==> config.mk <==
export PLATFORM = sky130hd
export DESIGN_NAME = rf_port_arbiter
export DESIGN_NICKNAME = d
export VERILOG_FILES = /design/src/rtl/rf_arb_pkg.sv /design/src/rtl/rf_arb_age_ctr.sv /design/src/rtl/rf_port_arbiter.sv
export SDC_FILE = /design/constraint.sdc
export NUM_CORES = 1
export LEC_CHECK = 0
export ABC_AREA = 1
export CORE_AREA = 2 2 39 41
export CTS_CLUSTER_SIZE = 10
export DETAILED_ROUTE_END_ITERATION = 8
export DIE_AREA = 0 0 41 43
export PLACE_DENSITY = 0.86
export SYNTH_ARGS = -nofsm -noshare
export SYNTH_HDL_FRONTEND = slang
export SYNTH_HIERARCHICAL = 1
export SYNTH_SLANG_ARGS = --single-unit
==> constraint.sdc <==
create_clock -name clk -period 2.4 [get_ports clk]
set_input_delay 0.24 -clock clk [delete_from_list [all_inputs] [get_ports clk]]
set_output_delay 0.24 -clock clk [all_outputs]
set_load 0.02 [all_outputs]
==> src/rtl/rf_arb_pkg.sv <==
// ---------------------------------------------------------------------------
// rf_arb_pkg
// Purpose : Shared definitions for the register-file port arbiter.
//           - Requester IDs (bit positions in req/gnt).
//           - FSM state encoding.
//           - Priority pick function.
// Ports   : none (package)
// Config  : ARB_AGING_EN (used by rf_port_arbiter) lets a starving display
//           requester jump to the top of the priority order.
// ---------------------------------------------------------------------------
package rf_arb_pkg;

   localparam int unsigned NUM_REQ  = 3;
   localparam int unsigned REQ_RD   = 0;  // core RF read
   localparam int unsigned REQ_WB   = 1;  // core writeback
   localparam int unsigned REQ_DISP = 2;  // display scan

   typedef enum logic {
      StIdle  = 1'b0,
      StOwned = 1'b1
   } arb_state_e;

   // Fixed order WB > RD > DISP; an aged display request overrides it.
   function automatic logic [NUM_REQ-1:0] arb_pick(input logic [NUM_REQ-1:0] req,
                                                   input logic               age_hit);
      logic [NUM_REQ-1:0] gnt;
      gnt = '0;
      if (age_hit && req[REQ_DISP]) begin
         gnt[REQ_DISP] = 1'b1;
      end else if (req[REQ_WB]) begin
         gnt[REQ_WB] = 1'b1;
      end else if (req[REQ_RD]) begin
         gnt[REQ_RD] = 1'b1;
      end else if (req[REQ_DISP]) begin
         gnt[REQ_DISP] = 1'b1;
      end
      return gnt;
   endfunction

endpackage

==> src/rtl/rf_arb_age_ctr.sv <==
// ---------------------------------------------------------------------------
// rf_arb_age_ctr
// Purpose : Saturating wait counter for the display requester. Counts cycles
//           in which the display requests but is not granted; raises
//           o_age_hit once the count reaches AGE_LIMIT. Cleared while the
//           display holds the grant.
// Ports   : clk        - clock
//           rst_n      - asynchronous active-low reset
//           i_wait     - display requesting and not granted this cycle
//           i_gnt_disp - display currently holds the grant
//           o_age_hit  - count has reached AGE_LIMIT
// Config  : only instantiated when ARB_AGING_EN is defined.
// ---------------------------------------------------------------------------
module rf_arb_age_ctr #(
   parameter int unsigned AGE_LIMIT = 4
) (
   input  logic clk,
   input  logic rst_n,
   input  logic i_wait,
   input  logic i_gnt_disp,
   output logic o_age_hit
);

   localparam int unsigned         CNT_W = $clog2(AGE_LIMIT + 1);
   localparam logic [CNT_W-1:0]    LIMIT = CNT_W'(AGE_LIMIT);

   logic [CNT_W-1:0] r_cnt;

   always_ff @(posedge clk or negedge rst_n) begin
      if (!rst_n) begin
         r_cnt <= '0;
      end else if (i_gnt_disp) begin
         r_cnt <= '0;
      end else if (i_wait && (r_cnt != LIMIT)) begin
         r_cnt <= r_cnt + CNT_W'(1);
      end
   end

   assign o_age_hit = (r_cnt == LIMIT);

endmodule

==> src/rtl/rf_port_arbiter.sv <==
// ---------------------------------------------------------------------------
// rf_port_arbiter
// Purpose : Arbitrates one register-file port between three requesters
//           (core read, core writeback, display scan). Grants are registered,
//           locked while the owner keeps requesting, and handed over without
//           an idle cycle when the owner releases.
// Ports   : clk, rst_n          - clock, asynchronous active-low reset
//           req[2:0]            - requests (0 read, 1 writeback, 2 display)
//           addr0/addr1/addr2   - register index per requester
//           wdata1              - writeback data
//           gnt[2:0]            - registered one-hot (or zero) grant
//           rf_addr             - index of the granted requester, 0 when idle
//           rf_we               - write enable, high while writeback owns
//           rf_wdata            - wdata1 while rf_we, else 0
//           busy                - any grant active
// Config  : ARB_AGING_EN - when defined, a display request waiting AGE_LIMIT
//           cycles takes top priority at the next arbitration point.
// ---------------------------------------------------------------------------
module rf_port_arbiter
   import rf_arb_pkg::*;
#(
   parameter int unsigned DATA_W    = 8,
   parameter int unsigned ADDR_W    = 3,
   parameter int unsigned AGE_LIMIT = 4
) (
   input  logic              clk,
   input  logic              rst_n,
   input  logic [2:0]        req,
   input  logic [ADDR_W-1:0] addr0,
   input  logic [ADDR_W-1:0] addr1,
   input  logic [ADDR_W-1:0] addr2,
   input  logic [DATA_W-1:0] wdata1,
   output logic [2:0]        gnt,
   output logic [ADDR_W-1:0] rf_addr,
   output logic              rf_we,
   output logic [DATA_W-1:0] rf_wdata,
   output logic              busy
);

   if (AGE_LIMIT < 1) begin : g_bad_age_limit
      $error("AGE_LIMIT must be at least 1");
   end

   arb_state_e       r_state;
   arb_state_e       w_state_nxt;
   logic [2:0]       r_gnt;
   logic [2:0]       w_gnt_nxt;
   logic [2:0]       w_pick;
   logic             w_age_hit;

`ifdef ARB_AGING_EN
   logic w_disp_wait;
   assign w_disp_wait = req[REQ_DISP] & ~r_gnt[REQ_DISP];

   rf_arb_age_ctr #(
      .AGE_LIMIT (AGE_LIMIT)
   ) u_age_ctr (
      .clk        (clk),
      .rst_n      (rst_n),
      .i_wait     (w_disp_wait),
      .i_gnt_disp (r_gnt[REQ_DISP]),
      .o_age_hit  (w_age_hit)
   );
`else
   assign w_age_hit = 1'b0;
`endif

   assign w_pick = arb_pick(req, w_age_hit);

   // State register
   always_ff @(posedge clk or negedge rst_n) begin
      if (!rst_n) begin
         r_state <= StIdle;
         r_gnt   <= '0;
      end else begin
         r_state <= w_state_nxt;
         r_gnt   <= w_gnt_nxt;
      end
   end

   // Next-state logic
   always_comb begin
      w_state_nxt = r_state;
      w_gnt_nxt   = r_gnt;
      case (r_state)
         StIdle: begin
            if (|req) begin
               w_state_nxt = StOwned;
               w_gnt_nxt   = w_pick;
            end
         end
         StOwned: begin
            // Owner's req low: hand over directly (owner bit is already 0 in req).
            if (!(|(req & r_gnt))) begin
               w_gnt_nxt   = w_pick;
               w_state_nxt = (|req) ? StOwned : StIdle;
            end
         end
         default: begin
            w_state_nxt = StIdle;
            w_gnt_nxt   = '0;
         end
      endcase
   end

   // Output logic: port mux follows the registered grant
   always_comb begin
      rf_addr = '0;
      unique case (r_gnt)
         3'b001:  rf_addr = addr0;
         3'b010:  rf_addr = addr1;
         3'b100:  rf_addr = addr2;
         default: rf_addr = '0;
      endcase
      gnt      = r_gnt;
      rf_we    = r_gnt[REQ_WB];
      rf_wdata = rf_we ? wdata1 : '0;
      busy     = |r_gnt;
   end

endmodule
## Word-level counts from Yosys, hierarchy flattened

Cells that the tools add are included.

- Bits in registers: 4
- Input port bits: 22
- Output and inout bits: 16
- Logic and storage cells: 27

- Equal/unequal tests: 5
- Mux-type cells: 14
- Bitwise gates (word level): 2
- Reduce and logical (&&, ||, !) cells: 4

Operators with widths:

| kind | number |
|---|---|
| one-hot mux 3 bit (3 select lines) | 1 |
| OR reduction 3 bit | 3 |
| two-way mux 1 bit | 8 |
| two-way mux 8 bit | 1 |
| two-way mux 3 bit | 2 |
| one-hot mux 3 bit (2 select lines) | 1 |
| inequality test 2 bit, second input constant | 2 |
| AND 3 bit | 1 |
| == test 3 x 1 -> 1 bit, second input constant | 1 |
| == test 3 x 2 -> 1 bit, second input constant | 1 |
| == test 3 bit, second input constant | 1 |
| one-hot mux 1 bit (2 select lines) | 1 |
| AND reduction 2 bit | 1 |
| NOT 1 bit | 1 |

## Longest topological paths before layout

- Depth after elaboration: 5
- Gate-level depth with buffers: 7
- Gate-level depth less buffers: 7

## Least setup slack after synthesis

Ideal clock, no wire load.

- Path type: register to output
- Start point: reg r_gnt[1], in the netlist gnt[1]
- End point: out rf_addr[0]
- Data arrival time: 1.115 ns
- Slack: 1.045 ns
- Cell stages (with the launch flop): 5
- Buffers on the path: 1
- Cells stage by stage: dfrtp_1 > buf_6 > nor3_2 > nand2_1 > nand3_1

- Cells in the longest elaborated chain, start to end: 2
- Elaborated cells between the ends (all ways): 4
- Those cells by class: eq/ne: 3; mux: 1

Ends and longest elaborated chain:

| what | RTL line | RTL |
|---|---|---|
| start, declared | rf_port_arbiter.sv:46 | `logic [2:0] r_gnt;` |
| start signal, assigned | rf_port_arbiter.sv:77 | `r_gnt <= w_gnt_nxt;` |
| == test 3 bit (tied with other cells) | rf_port_arbiter.sv:109 | `unique case (r_gnt)` |
| one-hot mux 3 bit (3 select lines) * | rf_port_arbiter.sv:109 |  |
| end, declared | rf_port_arbiter.sv:34 | `output logic [ADDR_W-1:0] rf_addr,` |

Mark *: on every way between the ends. The rest lies on a longest branch, timed or not.

## Worst setup path in the final report

- Start point: reg r_gnt[1], in the netlist gnt[1]
- End point: out rf_addr[2]

Same word-level chain as after synthesis.

==> summary.txt <==
Status -> finished, final reports clean
Layout Skew -> 6.63 ps
Ports -> 38
Vias/cell -> 4.17
CP max FO -> 15
Cell Area, Synth -> 378 sq um
YS warnings -> 6
Register bit total from synthesis -> 4
Worst-margin pin slew -> 444 ps
CP required -> 2160 ps
Largest net degree at the start of global routing -> 16
Most common cell after layout, fill and taps aside -> clkdlybuf4s50_1
CP Capture Type -> output pin
Final Hold Violating Endpoints -> 0
CORE AREA -> 1380 sq um
Die span in x -> 41 um
Synth area leaders -> nand2_1, dfrtp_1, inv_1, nand3_1, nor3_2
Reg2Reg Depth -> 7
Critical path's largest stage delay -> 610 ps
Power per Cell Area -> 611 nW/um^2
Die height -> 43 um
Worst-path cell chain -> inv_1, nor3_2, nand2_1, nand3_1, clkdlybuf4s50_1
Count of pins over their slew limit -> 0
First-pass GRT wire length -> 1.93 mm
Fill cells -> 140
Final Cycle Share -> 91.7%
Initial core utilization -> 27.3%
Clock Pin Slew Worst Setup and Hold Paths -> 40 ps
# Post-CTS Setup Buffers -> 0
FMAX -> 455 MHz
GR Overflow Total -> 0
# diodes -> 0
H-tree Lvls -> 1
Max-Cap Viols -> 0
Crit-path slowest cell -> dfrtp_1
Number of global-route vias before repair -> 480
Vias -> 496
Endpoints failing setup -> 0
Final setup TNS -> 0 ps
RSZ-0062 raised after global routing -> false
Number of cell rows -> 14
Post-Layout Inst Area -> 772 sq um
Post-Syn Instances -> 65
Cts hold-fix bufs -> 0
Placer Congestion -> 0.747
Worst hold slack -> 203 ps
Area share of the largest cell type after synthesis -> 26.8%
Pre-CTS WS -> 448 ps
WL/cell -> 9.50 um
Buffers on Ports -> 37
Delay-heaviest family, CP -> buffers and inverters
Peak supply drop -> 0.371 mV
Worst min-delay path class -> in2async
Worst Path Arrival -> 1960 ps
Post-layout util -> 55.8%
Commonest non-fill, non-tap cells in the layout -> clkdlybuf4s50_1, nand2_1, inv_1
CP Buf/Inv Count -> 2
CTS Root Cell -> clkbuf_4
Initial antenna violation count -> 0
LEAKAGE -> 0.000403 uW
Area leader, netlist -> nand2_1
Sequential cell area -> 100 sq um
DRC Markers -> 0
First DRT Iteration DRCs -> 7
Area of placed instances -> 749 sq um
Num CTS Buffers -> 3
GRT Overall Usage -> 15.8%
CTS tree -> built
Resized cells post-CTS -> 0
Distinct cells, synth -> 11
Skew-Pair Late Insertion Delay -> 240 ps
Total Wirelength -> 1.13 mm
Area taken by multi-input logic gates -> 203 sq um
Final worst setup slack -> 200 ps
Syn_area_per_cell -> 5.81 sq um
Share of layout cells above drive strength 1 -> 8.74%
Syn Nets -> 87
Crit path launch type -> flip-flop
Final HPWL DP -> 962 um
Final net count -> 127
Sequential area share after synthesis -> 26.5%
Area grow syn2layout -> 104%
Clock sink total -> 4
DIE AREA -> 1760 sq um
Worst path depth -> 5
Drt first pass iters -> 4
Period minus WS final -> 2200 ps
Antenna viol nets, final -> 0
CTS Buffer Depth -> 2
Rel. slew slack -> 70.4%
Setup Crit Path Kind -> reg2out
report_power, final:
part | internal, uW | switching (uW) | leakage, uW
combinational | 144 | 141 | 0.000341
clock | 55.8 | 26.7 | 0.0000138
sequential | 77.4 | 26.9 | 0.0000481
state kept, by name, indices dropped and copies added, names as in the netlist:
signal and flops:
gnt 3, r_state 1
kinds of logic after synthesis:
| group | Yosys count | synth area share, % |
|---|---|---|
| AND/OR/NAND/NOR | 43 | 52.3 |
| buffers and inverters | 17 | 19.9 |
| flip-flops | 4 | 26.5 |
| AO/OA/AOI/OAI | 1 | 1.32 |
cells in the mapped netlist:
cell      n
nand3_1   7
nor3_1    1
buf_4     1
dfrtp_1   4
nor3_2    3
buf_6     1
nor2_1    2
nand2_2   3
inv_1    15
nand2_1  27
a21oi_1   1
stage by stage:
step / power, uW / instances
after global placement: 385 / 116
after CTS: 477 / 119
after global routing: 511 / 119
after detailed placement: 391 / 116
final: 472 / 119
after floorplan: 254 / 65
path summary, 6_finish.rpt:
path,startpoint,end,slack (ps)
worst max-delay path,gnt[1],rf_addr[2],200
worst min-delay path,rst_n,gnt[1],200
worst max register to register,gnt[1],gnt[0],1190
worst min register to register,r_state,gnt[1],630
max in group asynchronous,rst_n,gnt[2],2030
min in group clk,r_state,gnt[1],630
metal layers:
layer	GRT usage (%)	wire length (um)	up-vias
met5	0	0	-
li1	-	-	267
met4	5.33	12	0
met1	16.9	452	213
met3	6.28	57	2
met2	26.6	607	14
worst reg2reg max path: stages (launching register included):
cell	delay (ps)
dfrtp_1	610
nand2_1	100
nand2_1	80
inv_1	40
nand2_2	80
nand2_2	70
nand2_1	70
nand2_1	50
final cells by class:
class                           count  share of cell area (%)
Clock buffer                        3                    2.92
Tap cell                           16                    2.59
Sequential cell                     4                    13.0
Multi-Input combinational cell     44                    26.3
Inverter                           15                    7.29
Timing Repair Buffer               37                    48.0
Power figures use the tool's default switching activity.
==> variant 1 (same flow settings) <==
Add a define of `ARB_AGING_EN`.
--- a/src/rtl/rf_port_arbiter.sv
+++ b/src/rtl/rf_port_arbiter.sv
@@ -16,6 +16,8 @@
 // Config  : ARB_AGING_EN - when defined, a display request waiting AGE_LIMIT
 //           cycles takes top priority at the next arbitration point.
 // ---------------------------------------------------------------------------
+`define ARB_AGING_EN
+
 module rf_port_arbiter
    import rf_arb_pkg::*;
 #(
Function: changed (Yosys sat finds a counterexample within 10 cycles, from zero or initial values and one cycle with rst_n low).
==> variant 1 against the unedited design <==
Sequential cell count rose by 3; worst setup slack got worse by 0.019 ns; area after synthesis rose by 54%; final area rose by 27%; sequential share of layout area rose by 4.9 points; register-to-register slack got worse by 0.04 ns; power rose by 91%; routed wire length rose by 32%.
==> variant 1: results (changes against the unedited design) <==
dp_slack_ns: 0.447  # was 0.448 ns
synthTopCellsByCount: "nand2_1, inv_1, nand3_1"  # unchanged
clk_pin_slew_ns: 0.06  # was 0.04 ns
synthDistinctLibCells: 14  # was 11
dp_cells: 144  # was 116
fin_hold_ws_ns: 0.240  # was 0.203 ns
p_leak_nw: 0.534  # was 0.403 nW
met2_usage: 0.288  # was 0.266
fin_nets: 157  # was 127
post_cts_resized: 0  # unchanged
clock_latency_ns: 0.26  # was 0.24 ns
drt-initial-drc-count: 18  # was 7
grt_use_total: 0.181  # was 0.158
cp.arrival_ns: 1.98  # was 1.96 ns
drt-total-wl_mm: 1.49  # was 1.13 mm
grt_pass1_vias: 569  # was 480
worst_pin_slew_ns: 0.470  # was 0.444 ns
crit_path_end: "rf_addr[1]"  # was rf_addr[2]
dr.pass1.iters: 4  # unchanged
post-cts-setup-buffer-count: 0  # unchanged
grt_pass1_wl_mm: 2.24  # was 1.93 mm
dp_hpwl_mm: 1.19  # was 962 um
num_vias: 688  # was 496
synthCells: 93  # was 65
outcome: "completed"  # unchanged
ir_drop_uv: 528  # was 371 uV
reg2reg_to: "gnt[2]"  # was gnt[0]
r2r_cells: 7  # unchanged
synth_flop_cell: "dfrtp_1"  # unchanged
synthTopCellsByArea: "dfrtp_1, nand2_1, inv_1"  # was nand2_1, dfrtp_1, inv_1
drive_above_1_share: 0.0985  # was 0.0874
grt_antenna_before_repair: 0  # unchanged
r2r-start: "u_age_ctr/r_cnt[0]"  # was gnt[1]
finalClockSkew_ns: 0.00816  # was 0.00663 ns
grt_max_degree: 16  # unchanged
post_drt_wl_per_cell_um: 10.1  # was 9.50 um
r2r_setup_slack_ns: 1.15  # was 1.19 ns
synth_nets: 117  # was 87
grt_use_met1: 0.223  # was 0.169
post-route-period-util: 0.924  # was 0.917
fill_cells: 115  # was 140
ys_seq_area_frac: 0.301  # was 0.265
place_congestion: 0.860  # was 0.747
diodes: 0  # unchanged
htree_levels: 1  # unchanged
grt_util_met3: 0.0576  # was 0.0628
==> variant 1: cell types whose count changed in the layout (fill, tap and decap cells not counted), moves of 2 or more <==
cell and delta:
nand2_1 +6, nand4_1 +2, a21oi_1 +2, dfrtp_1 +3, nand2_2 +2, nand3_1 +2, inv_1 +5, ha_1 +2
nor2_1 +3
==> variant 1: metal layers <==
layer | vias to the layer above | routed length [um]
li1 | 360 | -
met1 | 293 | 618
met2 | 33 | 629
met3 | 2 | 236
met4 | 0 | 9
met5 | - | 0
==> variant 1: cell type report <==
class / count / area [sq um] / area share
Sequential cell: 7 / 175 / 0.179
Inverter: 21 / 78.8 / 0.0804
Clock buffer: 3 / 22.5 / 0.0230
Tap cell: 16 / 20.0 / 0.0204
Multi-Input combinational cell: 63 / 309 / 0.315
Timing Repair Buffer: 37 / 370 / 0.378
Clock inverter: 1 / 5.00 / 0.00510
==> variant 1: logic make-up after synthesis <==
kind of cell	Yosys count	synth area share
AO/OA/AOI/OAI	4	0.0387
adder cells (fa/ha/maj)	2	0.0430
buffers and inverters	23	0.168
flip-flops	7	0.301
AND/OR/NAND/NOR	57	0.449
==> variant 1: where the power goes <==
group          internal (W)  switching [W]
logic              0.000267       0.000301
clock network     0.0000609      0.0000451
registers          0.000158      0.0000707
==> variant 1: critical path, cell delays in order, from the launching register on <==
cell and delay, ns:
dfrtp_1 0.63, inv_1 0.13, nor3_2 0.20, nand2_1 0.09
nand3_1 0.08, clkdlybuf4s50_1 0.60
==> variant 1: per-stage QoR <==
stage	utilization	instance area, sq um	power, W
floorplan	-	582	0.000567
global placement	0.689	953	0.000782
detailed placement	0.689	953	0.000799
CTS	0.709	981	0.000909
global route	0.709	981	0.000984
finish	0.709	981	0.000903
==> variant 2 (same flow settings) <==
Made on the original files. Reset style: synchronous (`rst_n`), changed in one clocked block. Comments in the files are not updated.
--- a/src/rtl/rf_port_arbiter.sv
+++ b/src/rtl/rf_port_arbiter.sv
@@ -68,7 +68,7 @@
    assign w_pick = arb_pick(req, w_age_hit);
 
    // State register
-   always_ff @(posedge clk or negedge rst_n) begin
+   always_ff @(posedge clk) begin
       if (!rst_n) begin
          r_state <= StIdle;
          r_gnt   <= '0;
Function: differs if rst_n is asserted again (counterexample within 4 cycles, from zero or initial values and one cycle with rst_n low); with rst_n held inactive, the same outputs for 10 cycles.
==> variant 2 against the unedited design <==
Sequential share of layout area fell by 2.7 points; fmax rose by 0.39%; power fell by 28%; sequential cell count did not move; worst setup slack improved by 0.0086 ns; routed wire length rose by 11%; area after synthesis rose by 2.6%; first-iteration DRC count did not move; final area rose by 1.3%.
==> variant 2: results (changes against the unedited design) <==
reg2reg_to: "gnt[0]"  # unchanged
crit_path_end: "rf_addr[0]"  # was rf_addr[2]
regArea_sq_um: 80.1  # was 100 sq um
dp_hpwl_mm: 1.05  # was 962 um
synth_flop_cell: "dfxtp_1"  # was dfrtp_1
multi_input_cells: 47  # was 44
vias_per_cell: 4.38  # was 4.17
buf_share: 0.474  # was 0.480
place_congestion: 0.784  # was 0.747
slew_headroom: 0.705  # was 0.704
clk_share: 0.0288  # was 0.0292
ys_async_sr_fraction: 0  # was 1.00
grt_use_total: 0.161  # was 0.158
grt_util_met3: 0.0471  # was 0.0628
grt_max_degree: 15  # was 16
synthDistinctLibCells: 16  # was 11
critPathMaxFanout: 14  # was 15
flops_and_latches: 4  # unchanged
synthTopCellsByCount: "nand2_1, inv_1, nand3_1"  # unchanged
drt-total-wl_mm: 1.25  # was 1.13 mm
r2r_setup_slack_ns: 1.22  # was 1.19 ns
ys_seq_area_frac: 0.206  # was 0.265
grt_use_met1: 0.151  # was 0.169
multiInputGateArea_sq_um: 233  # was 203 sq um
synthTopCellsByArea: "nand2_1, dfxtp_1, inv_1"  # was nand2_1, dfrtp_1, inv_1
ir_drop_uv: 226  # was 371 uV
postLayoutCoreUtil: 0.565  # was 0.558
met2_usage: 0.278  # was 0.266
setup_slack_ns: 0.209  # was 0.200 ns
grt_pass1_wl_mm: 1.92  # was 1.93 mm
fill_cells: 139  # was 140
outcome: "completed"  # unchanged
r2r-start: "gnt[1]"  # unchanged
[variant 2: cell count changes in the layout (fill, tap and decap cells not counted), sizes merged]
cell,before,now
a21boi,0,1
dfxtp,0,4
a21oi,1,4
nand2,30,26
dfrtp,4,0
nor2,2,5
[variant 2: report_power, final]
| group | switching [W] | internal, W |
|---|---|---|
| Clock | 0.0000290 | 0.0000561 |
| Combinational | 0.0000801 | 0.0000890 |
| Sequential | 0.0000114 | 0.0000727 |
| Total | 0.000121 | 0.000218 |
[variant 2: metal layers]
layer | vias up | wire length (um)
li1 | 280 | -
met1 | 228 | 466
met2 | 24 | 656
met3 | 2 | 120
met4 | 0 | 10
met5 | - | 0
[variant 2: through the flow]
| stage | hold slack [ns] | power, W |
|---|---|---|
| 3_5_place_dp | 0.652 | 0.000255 |
| 2_1_floorplan | 0.361 | 0.000167 |
| 6_report | 0.638 | 0.000338 |
| 5_1_grt | 0.658 | 0.000366 |
| 3_3_place_gp | 0.645 | 0.000252 |
| 4_1_cts | 0.631 | 0.000344 |
